<file path="src/rtl/stroke_pkg.sv">
// rtl/stroke_pkg.sv - shared types and widths for the stroke capture block
package stroke_pkg;

    localparam int X_W   = 11;
    localparam int Y_W   = 10;
    localparam int CNT_W = 4;

    typedef logic [X_W-1:0]   x_coord_t;
    typedef logic [Y_W-1:0]   y_coord_t;
    typedef logic [CNT_W-1:0] cnt_t;

    typedef enum logic [1:0] {
        ST_IDLE   = 2'd0,
        ST_ARM    = 2'd1,
        ST_TRACK  = 2'd2,
        ST_COMMIT = 2'd3
    } state_t;

endpackage

</file>
<file path="src/rtl/coord_absdiff.sv">
// rtl/coord_absdiff.sv - combinational unsigned |a-b| with one extra result bit
module coord_absdiff #(
    parameter int W = 11
) (
    input  logic [W-1:0] a,
    input  logic [W-1:0] b,
    output logic [W:0]   diff
);

    logic [W:0] a_ext;
    logic [W:0] b_ext;

    always_comb begin
        a_ext = {1'b0, a};
        b_ext = {1'b0, b};
        diff  = (a_ext >= b_ext) ? (a_ext - b_ext) : (b_ext - a_ext);
    end

endmodule

</file>
<file path="src/rtl/stroke_capture.sv">
// rtl/stroke_capture.sv - per-frame pen-down/pen-up debounce producing a two-point stroke
module stroke_capture
    import stroke_pkg::*;
#(
    parameter int START_FRAMES = 3,
    parameter int END_FRAMES   = 4,
    parameter int JITTER       = 8,
    parameter int MIN_LEN      = 16
) (
    input  logic           clk_in,
    input  logic           rst_n_in,
    input  logic           enable_in,
    input  logic           frame_done_in,
    input  logic           marker_valid_in,
    input  logic [X_W-1:0] marker_x_in,
    input  logic [Y_W-1:0] marker_y_in,
    output logic [X_W-1:0] x_out_1,
    output logic [Y_W-1:0] y_out_1,
    output logic [X_W-1:0] x_out_2,
    output logic [Y_W-1:0] y_out_2,
    output logic           place_obj_out,
    output logic           drawing_out,
    output logic [1:0]     state_out
);

    localparam cnt_t         START_CNT = CNT_W'(START_FRAMES);
    localparam cnt_t         END_CNT   = CNT_W'(END_FRAMES);
    localparam logic [X_W:0] JIT_X     = (X_W+1)'(JITTER);
    localparam logic [Y_W:0] JIT_Y     = (Y_W+1)'(JITTER);
    localparam logic [X_W:0] LEN_X     = (X_W+1)'(MIN_LEN);

    state_t   state_q;
    state_t   state_d;
    x_coord_t cand_x;
    y_coord_t cand_y;
    cnt_t     arm_cnt;
    cnt_t     miss_cnt;

    logic [X_W:0] jit_dx;
    logic [Y_W:0] jit_dy;
    logic [X_W:0] len_dx;
    logic [Y_W:0] unused_len_dy;

    coord_absdiff #(.W(X_W)) u_jit_x (.a(marker_x_in), .b(cand_x),  .diff(jit_dx));
    coord_absdiff #(.W(Y_W)) u_jit_y (.a(marker_y_in), .b(cand_y),  .diff(jit_dy));
    coord_absdiff #(.W(X_W)) u_len_x (.a(x_out_2),     .b(x_out_1), .diff(len_dx));
    coord_absdiff #(.W(Y_W)) u_len_y (.a(y_out_2),     .b(y_out_1), .diff(unused_len_dy));

    cnt_t arm_next;
    cnt_t miss_next;
    logic in_jit;
    logic arm_done;
    logic miss_done;
    logic len_ok;

    always_comb begin
        arm_next  = arm_cnt + 1'b1;
        miss_next = miss_cnt + 1'b1;
        in_jit    = (jit_dx <= JIT_X) && (jit_dy <= JIT_Y);
        arm_done  = (arm_next == START_CNT);
        miss_done = (miss_next == END_CNT);
        len_ok    = (len_dx >= LEN_X);
    end

    always_ff @(posedge clk_in or negedge rst_n_in) begin
        if (!rst_n_in) begin
            state_q <= ST_IDLE;
        end else begin
            state_q <= state_d;
        end
    end

    always_comb begin
        state_d = state_q;
        if (!enable_in) begin
            state_d = ST_IDLE;
        end else begin
            case (state_q)
                ST_IDLE: begin
                    if (frame_done_in && marker_valid_in) state_d = ST_ARM;
                end
                ST_ARM: begin
                    if (frame_done_in) begin
                        if (!marker_valid_in)         state_d = ST_IDLE;
                        else if (in_jit && arm_done)  state_d = ST_TRACK;
                    end
                end
                ST_TRACK: begin
                    if (frame_done_in && !marker_valid_in && miss_done)
                        state_d = len_ok ? ST_COMMIT : ST_IDLE;
                end
                default: state_d = ST_IDLE;
            endcase
        end
    end

    // Gating with enable_in lets an abort landing on the COMMIT cycle swallow the pulse.
    always_comb begin
        place_obj_out = (state_q == ST_COMMIT) && enable_in;
        drawing_out   = (state_q == ST_TRACK);
        state_out     = state_q;
    end

    always_ff @(posedge clk_in or negedge rst_n_in) begin
        if (!rst_n_in) begin
            cand_x   <= '0;
            cand_y   <= '0;
            arm_cnt  <= '0;
            miss_cnt <= '0;
            x_out_1  <= '0;
            y_out_1  <= '0;
            x_out_2  <= '0;
            y_out_2  <= '0;
        end else if (!enable_in) begin
            arm_cnt  <= '0;
            miss_cnt <= '0;
        end else if (frame_done_in) begin
            case (state_q)
                ST_IDLE: begin
                    if (marker_valid_in) begin
                        cand_x  <= marker_x_in;
                        cand_y  <= marker_y_in;
                        arm_cnt <= CNT_W'(1);
                    end
                end
                ST_ARM: begin
                    if (!marker_valid_in) begin
                        arm_cnt <= '0;
                    end else if (in_jit) begin
                        if (arm_done) begin
                            x_out_1  <= cand_x;
                            y_out_1  <= cand_y;
                            x_out_2  <= marker_x_in;
                            y_out_2  <= marker_y_in;
                            arm_cnt  <= '0;
                            miss_cnt <= '0;
                        end else begin
                            arm_cnt <= arm_next;
                        end
                    end else begin
                        cand_x  <= marker_x_in;
                        cand_y  <= marker_y_in;
                        arm_cnt <= CNT_W'(1);
                    end
                end
                ST_TRACK: begin
                    if (marker_valid_in) begin
                        x_out_2  <= marker_x_in;
                        y_out_2  <= marker_y_in;
                        miss_cnt <= '0;
                    end else if (miss_done) begin
                        miss_cnt <= '0;
                    end else begin
                        miss_cnt <= miss_next;
                    end
                end
                default: begin
                end
            endcase
        end
    end

endmodule

</file>
<file path="config.mk">
export PLATFORM = sky130hd
export DESIGN_NAME = stroke_capture
export DESIGN_NICKNAME = d
export VERILOG_FILES = /design/src/rtl/stroke_pkg.sv /design/src/rtl/coord_absdiff.sv /design/src/rtl/stroke_capture.sv
export SDC_FILE = /design/constraint.sdc
export NUM_CORES = 1
export LEC_CHECK = 0
export BUFFER_PORTS_ARGS = -buffer_cell sky130_fd_sc_hd__clkbuf_2
export CAP_MARGIN = 20
export CORE_ASPECT_RATIO = 1.25
export CORE_MARGIN = 3
export CORE_UTILIZATION = 30
export CTS_CLUSTER_DIAMETER = 120
export DETAILED_ROUTE_END_ITERATION = 6
export MAX_ROUTING_LAYER = met4
export PLACE_DENSITY = 0.46
export RECOVER_POWER = 50
export SLEW_MARGIN = 0
export SYNTH_ARGS = -nofsm -noshare
export SYNTH_HDL_FRONTEND = slang
export SYNTH_HIERARCHICAL = 1
export SYNTH_SLANG_ARGS = --single-unit
</file>
<file path="constraint.sdc">
create_clock -name clk_in -period 11 [get_ports clk_in]
set_input_delay 1.65 -clock clk_in [delete_from_list [all_inputs] [get_ports clk_in]]
set_output_delay 1.65 -clock clk_in [all_outputs]
set_load 0.05 [all_outputs]
</file>
==> results.cfg, run 1 <==
[floorplan]
ios = 72
rows = 59
core_um2 = 21100
die-area_um2 = 23500
die_h_um = 171
start_util_pct = 30.9
fp.dieW_um = 138

[layout]
nNetsFinal = 815
drive_gt1_share_pct = 22.6
fill_cells = 2240
area_delta_synth_final_pct = 11.0
multi_input_area_um2 = 4160
ff_latch_area_um2 = 1830
final_cell_mix = 79 x inv_1, 73 x dfrtp_1, 68 x ha_1, 47 x clkbuf_2, 41 x mux2_4
diodes = 0
final_common_cell = inv_1

[synthesis]
synthCells = 659
yosysWarnings = 6
synth_area_per_cell_um2 = 9.88
synthesis.nets = 759
synth_area_um2 = 6510

[routing]
wire_per_inst_um = 16.5
avgViaCountPerCell = 5.05
num_vias = 5021
detail_route.iter0.violations = 203
ant_nets = 0
routed_wl_um = 16400
drc = 0
first_pass_iters = 4

[worst_setup_path]
ff2ff_setup_slack_ns = 6.41
required_ns = 11.22
worstSetupEndpointType = flip-flop
r2r_start = cand_y[4]
path_max_fanout = 12
path_cells = clkbuf_2, inv_1, ha_1, nand4_1, o31ai_1, a21o_1, a41o_1, mux2_4, xor2_1, nor4_1, nand4_1, nor3_2, nand4_2, buf_4, mux2_4
crit_arrival_ns = 5.86
startpoint = marker_y_in[4]
start_kind = primary input
cp_top_family = simple AND/OR/NAND/NOR gates
path_class = primary input to flip-flop
critPathSlowestCell = nand4_2
crit_buf_inv = 3
max_stage_delay_ns = 0.54
r2r.worst_path.cells = 13
rr_endpoint = y_out_1[4]

[hold_path]
whs_endpoint = y_out_2[5]
hp-class = flip-flop to flip-flop
hold_depth = 1
min_from = y_out_2[5]

[power]
p_sw_share_pct = 48.7
combPwrFrac_pct = 61.8
pwr-share-clk_pct = 15.0
cellLeakagePower_nw = 3.49
vdd_drop_max_mv = 0.115
powerDensity_nw_per_um2 = 245
seq_power_share_pct = 23.2
switching_power_mw = 0.862
power.internal_mw = 0.909

[place]
dpl_worst_slack_ns = 4.95
gp_congestion = 0.883
io_buffers = 71
hpwl_um = 12700

[clock_network]
clk_transition_reported_paths_ns = 0.06
hold_buffers = 0
cts_tree = yes
clk_path_buf_depth = 2
clkLatencyLatePin_ns = 0.34
post_cts_buffers = 0
clockRootBuffer = clkbuf_16
numCtsBuffers = 9
cts_resized = 0
htree_levels = 3
cts.sinks = 73

[global_routing]
grt_max_degree = 74
grt_pass1_vias = 5204
antenna_found_initial = 0
overflow = 0
grt_pass1_wl_um = 27000
grt_use_total_pct = 14.9

[flow_run]
drv_cap = 1

[outcome]
violations = max-capacitance violations, max-slew violations
status = complete, but fails checks

[timing]
slew_violations = 74
post-route-period-util_pct = 51.3
fin_crit_ns = 5.64
setup_viol = 0
tns_ns = 0
rsz0062_at_grt = no
timing.final.ws_setup_ns = 5.36
finalHoldViolCount = 0
relSlewSlack_pct = -172
max_freq_mhz = 177
clock_skew_ns = 0.00581
tightest_slew_ns = 4.08
==> worst register-to-register path, stage by stage, from the launching register on <==
cell and delay [ns]:
dfrtp_1 0.40, ha_1 0.50, nand4_1 0.13, o31ai_1 0.36, a21o_1 0.17, a41o_1 0.39
mux2_4 0.34, xor2_1 0.14, nor4_1 0.28, nand4_1 0.20, nor3_2 0.24, nand4_2 0.54
buf_4 0.45, mux2_4 0.33
==> area by class of cell <==
| type | instances | area share [%] |
|---|---|---|
| flip-flops and latches | 73 | 25.3 |
| clock buffers | 10 | 3.17 |
| well taps | 274 | 4.74 |
| clock inverters | 6 | 0.484 |
| inverters | 79 | 4.10 |
| multi-input cells | 479 | 57.5 |
| repair buffers | 73 | 4.71 |
==> how the worst max path moves through the flow <==
stage	to	slack (ns)	cells past startpoint
after floorplan	cand_x[0]	6.23	15
after global placement	y_out_1[7]	4.95	15
after detailed placement	y_out_1[8]	4.95	15
after CTS	y_out_1[4]	5.30	15
after global routing	y_out_1[3]	5.05	15
final	y_out_1[4]	5.36	15
==> power groups by stage <==
| stage | logic [mW] | registers, mW | clock network (mW) |
|---|---|---|---|
| floorplan | 0.771 | 0.531 | 0 |
| global placement | 1.10 | 0.414 | 0 |
| detailed placement | 1.10 | 0.418 | 0 |
| CTS | 1.10 | 0.414 | 0.276 |
| global route | 1.20 | 0.426 | 0.288 |
| finish | 1.09 | 0.410 | 0.266 |
==> per-stage QoR <==
step                power (mW)  hold slack, ns  cells  cell area (µm²)  util (%)
floorplan                 1.30           0.524    659             6510         -
global placement          1.52           0.493    978             7000      33.2
detailed placement        1.52           0.492    978             7000      33.2
CTS                       1.79           0.516    994             7260      34.4
global route              1.91           0.532    994             7230      34.3
finish                    1.77           0.509    994             7230      34.3
==> layer usage <==
metal  routed length, µm  global-route usage (%)  vias up
met3                 517                    1.94       37
met4                 557                    6.96        0
met2                8230                    25.4      116
met5                   0                       -        -
li1                    -                       -     2441
met1                7060                    17.3     2427
==> registers in the layout, indices dropped and copies added, names as in the netlist <==
signal     cells
x_out_2       11
state_out      2
y_out_2       10
arm_cnt        4
miss_cnt       4
cand_x        11
x_out_1       11
y_out_1       10
cand_y        10
(Power assumes the default switching activity.)
==> inputs of run 2 (changes only) <==
- PLACE_DENSITY: 0.46 -> 0.48
- clock period: 11 -> 5 ns (I/O delays scaled with it)
==> run 2 against run 1 <==
Against the previous run: die area did not move; largest power group unchanged; sequential cell count did not move; final cell count rose by 0.70%; critical endpoint is now x_out_2[6]; cell area up 1.3%; via count is 1.7% higher; worst setup slack got worse by 4.5 ns; clock-buffer cell count stayed put; the run still ends with max-capacitance violations, max-slew violations left; critical path type unchanged; sequential share of layout area decreased by 0.33 points; global-route usage grew 0.053 points; clock skew increased by 0.0023 ns.
==> results.cfg, run 2 (synthesis gave the netlist of run 1 again) <==
[outcome]
status = complete, but fails checks
violations = max-capacitance violations, max-slew violations

[power]
cellLeakagePower_nw = 3.54
fin_total_pwr_mw = 4.00
vdd_drop_max_mv = 0.264
powerDensity_nw_per_um2 = 546

[layout]
area_delta_synth_final_pct = 12.5
diodes = 0
reg_top3 = cand_x x11, x_out_1 x11, x_out_2 x11
drive_gt1_share_pct = 23.7
final_common_cell = inv_1
nNetsFinal = 822
final_cell_mix = 79 x inv_1, 73 x dfrtp_1, 68 x ha_1, 48 x clkbuf_2, 41 x mux2_4

[clock_network]
cts_resized = 0
clockRootBuffer = clkbuf_16
hold_buffers = 0
htree_levels = 3
numCtsBuffers = 9
post_cts_buffers = 0
cts.sinks = 73
cts_tree = yes
clk_transition_reported_paths_ns = 0.06
clk_path_buf_depth = 2
clkLatencyLatePin_ns = 0.35

[timing]
setup_viol = 0
fin_crit_ns = 4.16
max_freq_mhz = 240
clock_skew_ns = 0.00808
tns_ns = 0
relSlewSlack_pct = -25.0
finalHoldViolCount = 0
slew_violations = 74
post-route-period-util_pct = 83.2
tightest_slew_ns = 1.88
rsz0062_at_grt = no

[place]
hpwl_um = 13000
io_buffers = 71
gp_congestion = 0.863

[global_routing]
antenna_found_initial = 0
grt_max_degree = 74
grt_pass1_wl_um = 27000
overflow = 0
grt_use_total_pct = 15.0
grt_pass1_vias = 5288

[worst_setup_path]
cp_top_family = compound AO/OA/AOI/OAI gates
required_ns = 5.22
crit_buf_inv = 3
start_kind = primary input
crit_arrival_ns = 4.39
max_stage_delay_ns = 0.45
path_class = primary input to flip-flop
worstSetupEndpointType = flip-flop
path_max_fanout = 11
path_cells = clkbuf_2, inv_1, ha_1, nand4_1, o31ai_1, a21o_1, a41o_1, mux2_4, xor2_1, nor4_1, nand4_1, nor2_1, a21oi_2, nor2_4, buf_4, mux2_4
critPathSlowestCell = ha_1

[floorplan]
die_h_um = 171
core_um2 = 21100
rows = 59
die-area_um2 = 23500
fp.dieW_um = 138
ios = 72
start_util_pct = 30.9

[routing]
num_vias = 5107
drc = 0
avgViaCountPerCell = 5.10
ant_nets = 0
detail_route.iter0.violations = 236
wire_per_inst_um = 16.4
first_pass_iters = 5
routed_wl_um = 16500

[hold_path]
hp-class = flip-flop to flip-flop

[flow_run]
drv_cap = 1
run 2: where the power goes:
part,switching [mW],internal [mW]
Sequential,0.163,0.735
Combinational,1.48,0.948
Clock,0.268,0.401
run 2: area by class of cell:
cell class | instances | area [µm²]
clock inverters | 6 | 66.3
multi-input cells | 479 | 4160
fillers | 2298 | 13800
clock buffers | 10 | 239
flip-flops and latches | 73 | 1830
well taps | 274 | 343
repair buffers | 80 | 394
inverters | 79 | 297
run 2: worst paths after layout:
kind	from	to	slack [ns]	cells past startpoint
max	marker_y_in[4]	x_out_2[6]	0.84	16
min	y_out_1[6]	y_out_1[6]	0.51	1
max reg2reg	cand_y[4]	x_out_2[6]	0.99	14
min reg2reg	y_out_1[6]	y_out_1[6]	0.51	1
max in group asynchronous	rst_n_in	cand_x[4]	2.96	1
min in group asynchronous	rst_n_in	y_out_2[1]	0.91	1
run 2: stage by stage:
| step | setup slack (ns) | cells | hold WS (ns) | area, µm² | utilization (%) |
|---|---|---|---|---|---|
| after floorplan | 1.13 | 659 | 0.454 | 6510 | - |
| after global placement | 0.436 | 985 | 0.493 | 7050 | 33.4 |
| after detailed placement | 0.387 | 985 | 0.492 | 7050 | 33.4 |
| after CTS | 0.764 | 1001 | 0.512 | 7360 | 34.9 |
| after global routing | 0.370 | 1001 | 0.517 | 7330 | 34.7 |
| final | 0.838 | 1001 | 0.508 | 7330 | 34.7 |
run 2: worst register-to-register path, stage by stage, from the launching register on:
cell and delay [ns]:
dfrtp_1 0.40, ha_1 0.47, nand4_1 0.16, o31ai_1 0.34, a21o_1 0.17, a41o_1 0.40
mux2_4 0.34, xor2_1 0.14, nor4_1 0.27, nand4_1 0.19, nor2_1 0.16, a21oi_2 0.12
nor2_4 0.14, buf_4 0.27, mux2_4 0.33
run 2: routing by layer:
metal	vias up	track usage (%)	share of wire (%)
met4	0	6.53	3.1
met2	137	26.5	53
met5	-	-	0
met3	33	1.91	3.3
li1	2447	-	-
met1	2490	16.7	41
==> inputs of run 3 (changes only) <==
- ABC_AREA: unset -> 1
- PLACE_DENSITY: 0.48 -> 0.46
- clock period: 5 -> 3.9 ns (I/O delays scaled with it)
==> run 3 against run 2 <==
Against the previous run: die area grew 16%; critical path type unchanged; worst hold slack got worse by 0.025 ns; first-iteration DRC count up 53%; non-clock buffer count shrank 1; worst setup slack got worse by 0.18 ns; critical path depth rose by 4; sequential cell count unchanged; total power grew 44%; core utilization is 0.11 points lower; register-to-register slack got worse by 0.30 ns; the run still ends with max-capacitance violations, max-slew violations left.
==> results.cfg, run 3 <==
[timing]
rsz0062_at_grt = no
tightest_slew_ns = 1.64
post-route-period-util_pct = 83.1
setup_viol = 0
finalHoldViolCount = 0
fin_crit_ns = 3.24
slew_violations = 62
max_freq_mhz = 308
tns_ns = 0
clock_skew_ns = 0.00986
relSlewSlack_pct = -9.38

[floorplan]
start_util_pct = 30.8
die-area_um2 = 27300
ios = 72
fp.dieW_um = 148
core_um2 = 24700
rows = 64
die_h_um = 184

[clock_network]
numCtsBuffers = 9
cts_tree = yes
cts.sinks = 73
clockRootBuffer = clkbuf_16
clk_path_buf_depth = 2
clkLatencyLatePin_ns = 0.34
post_cts_buffers = 0
htree_levels = 3
cts_resized = 0
hold_buffers = 0
clk_transition_reported_paths_ns = 0.06

[power]
fin_total_pwr_mw = 5.76
powerDensity_nw_per_um2 = 675
vdd_drop_max_mv = 0.269
cellLeakagePower_nw = 4.86

[hold_path]
whs_endpoint = y_out_1[3]
hold_depth = 2
hp-class = flip-flop to flip-flop
min_from = y_out_1[3]

[layout]
final_common_cell = nand2_1
fill_cells = 2828
area_delta_synth_final_pct = 12.4
instances_no_fill = 1578
drive_gt1_share_pct = 11.7
nNetsFinal = 1343
reg_top3 = cand_x x11, x_out_1 x11, x_out_2 x11
final_cell_mix = 416 x nand2_1, 202 x inv_1, 96 x nor2_1, 73 x dfrtp_1, 68 x ha_1
diodes = 0
design_area_um2 = 8530

[global_routing]
grt_max_degree = 62
grt_pass1_wl_um = 36400
antenna_found_initial = 0
grt_pass1_vias = 7152
grt_use_total_pct = 17.0
overflow = 0

[synthesis]
synthesis.nets = 1284
synth_area_um2 = 7590
yosysWarnings = 6
synth_area_per_cell_um2 = 6.41
synthCells = 1184

[worst_setup_path]
path_max_fanout = 21
worstSetupEndpointType = flip-flop
ff2ff_setup_slack_ns = 0.69
r2r_start = cand_y[0]
start_kind = primary input
required_ns = 4.18
r2r.worst_path.cells = 18
path_class = primary input to flip-flop
crit_arrival_ns = 3.52
rr_endpoint = x_out_2[9]

[outcome]
violations = max-capacitance violations, max-slew violations
status = complete, but fails checks

[place]
io_buffers = 71
dp_cells = 1562
dpl_cell_area_um2 = 8220
hpwl_um = 18200
gp_congestion = 0.910

[routing]
detail_route.iter0.violations = 360
ant_nets = 0
first_pass_iters = 5
num_vias = 7171
wire_per_inst_um = 14.1
routed_wl_um = 22300
drc = 0
avgViaCountPerCell = 4.54

[flow_run]
drv_cap = 1
run 3: report_power, final:
group | switching, mW | total [mW] | internal (mW)
combinational | 2.53 | 3.64 | 1.12
clock | 0.351 | 0.980 | 0.629
sequential | 0.204 | 1.14 | 0.934
total | 3.08 | 5.76 | 2.68
run 3: worst max-delay path: stages:
cell and delay [ns]:
clkbuf_2 0.14, inv_1 0.05, ha_1 0.23, fa_1 0.42, o21ai_0 0.44, nand2_1 0.17, nand3_1 0.10, nand2_1 0.06
nand2_1 0.05, nand2_1 0.07, nor2_1 0.09, nand2_1 0.05, nor2_1 0.12, nand2_1 0.14, nor2_4 0.17, nand2_1 0.13
nand2_2 0.10, buf_12 0.16, nand4_1 0.12, nand2_1 0.12
run 3: cell type report:
cell class | count | area (µm²) | share of cell area [%]
well taps | 330 | 413 | 4.84
clock inverters | 6 | 115 | 1.35
clock buffers | 10 | 229 | 2.68
flip-flops and latches | 73 | 1830 | 21.4
repair buffers | 79 | 433 | 5.07
inverters | 206 | 773 | 9.06
multi-input cells | 874 | 4740 | 55.6
run 3: routing by layer:
metal  share of wire (%)  wire length [µm]  GRT usage [%]
met5                   0                 0              -
met4                 1.2               257           3.44
met3                 3.3               744           2.12
met2                  52             11700           31.2
met1                  43              9610           20.1
run 3: how the worst max path moves through the flow:
stage	from	to	slack [ns]	cells past startpoint
2_1_floorplan	marker_y_in[0]	cand_x[0]	1.04	18
3_3_place_gp	marker_y_in[0]	x_out_2[9]	0.23	20
3_5_place_dp	marker_y_in[0]	x_out_2[9]	0.22	20
4_1_cts	marker_y_in[0]	x_out_2[9]	0.58	20
5_1_grt	marker_y_in[0]	cand_x[7]	0.33	20
6_report	marker_y_in[0]	x_out_2[9]	0.66	20
run 3: stage by stage:
stage	utilization (%)	hold slack (ns)	setup WS (ns)
6_report	34.6	0.483	0.658
5_1_grt	34.6	0.502	0.333
4_1_cts	34.7	0.366	0.583
3_5_place_dp	33.3	0.473	0.223
3_3_place_gp	33.3	0.471	0.229
2_1_floorplan	-	0.289	1.04
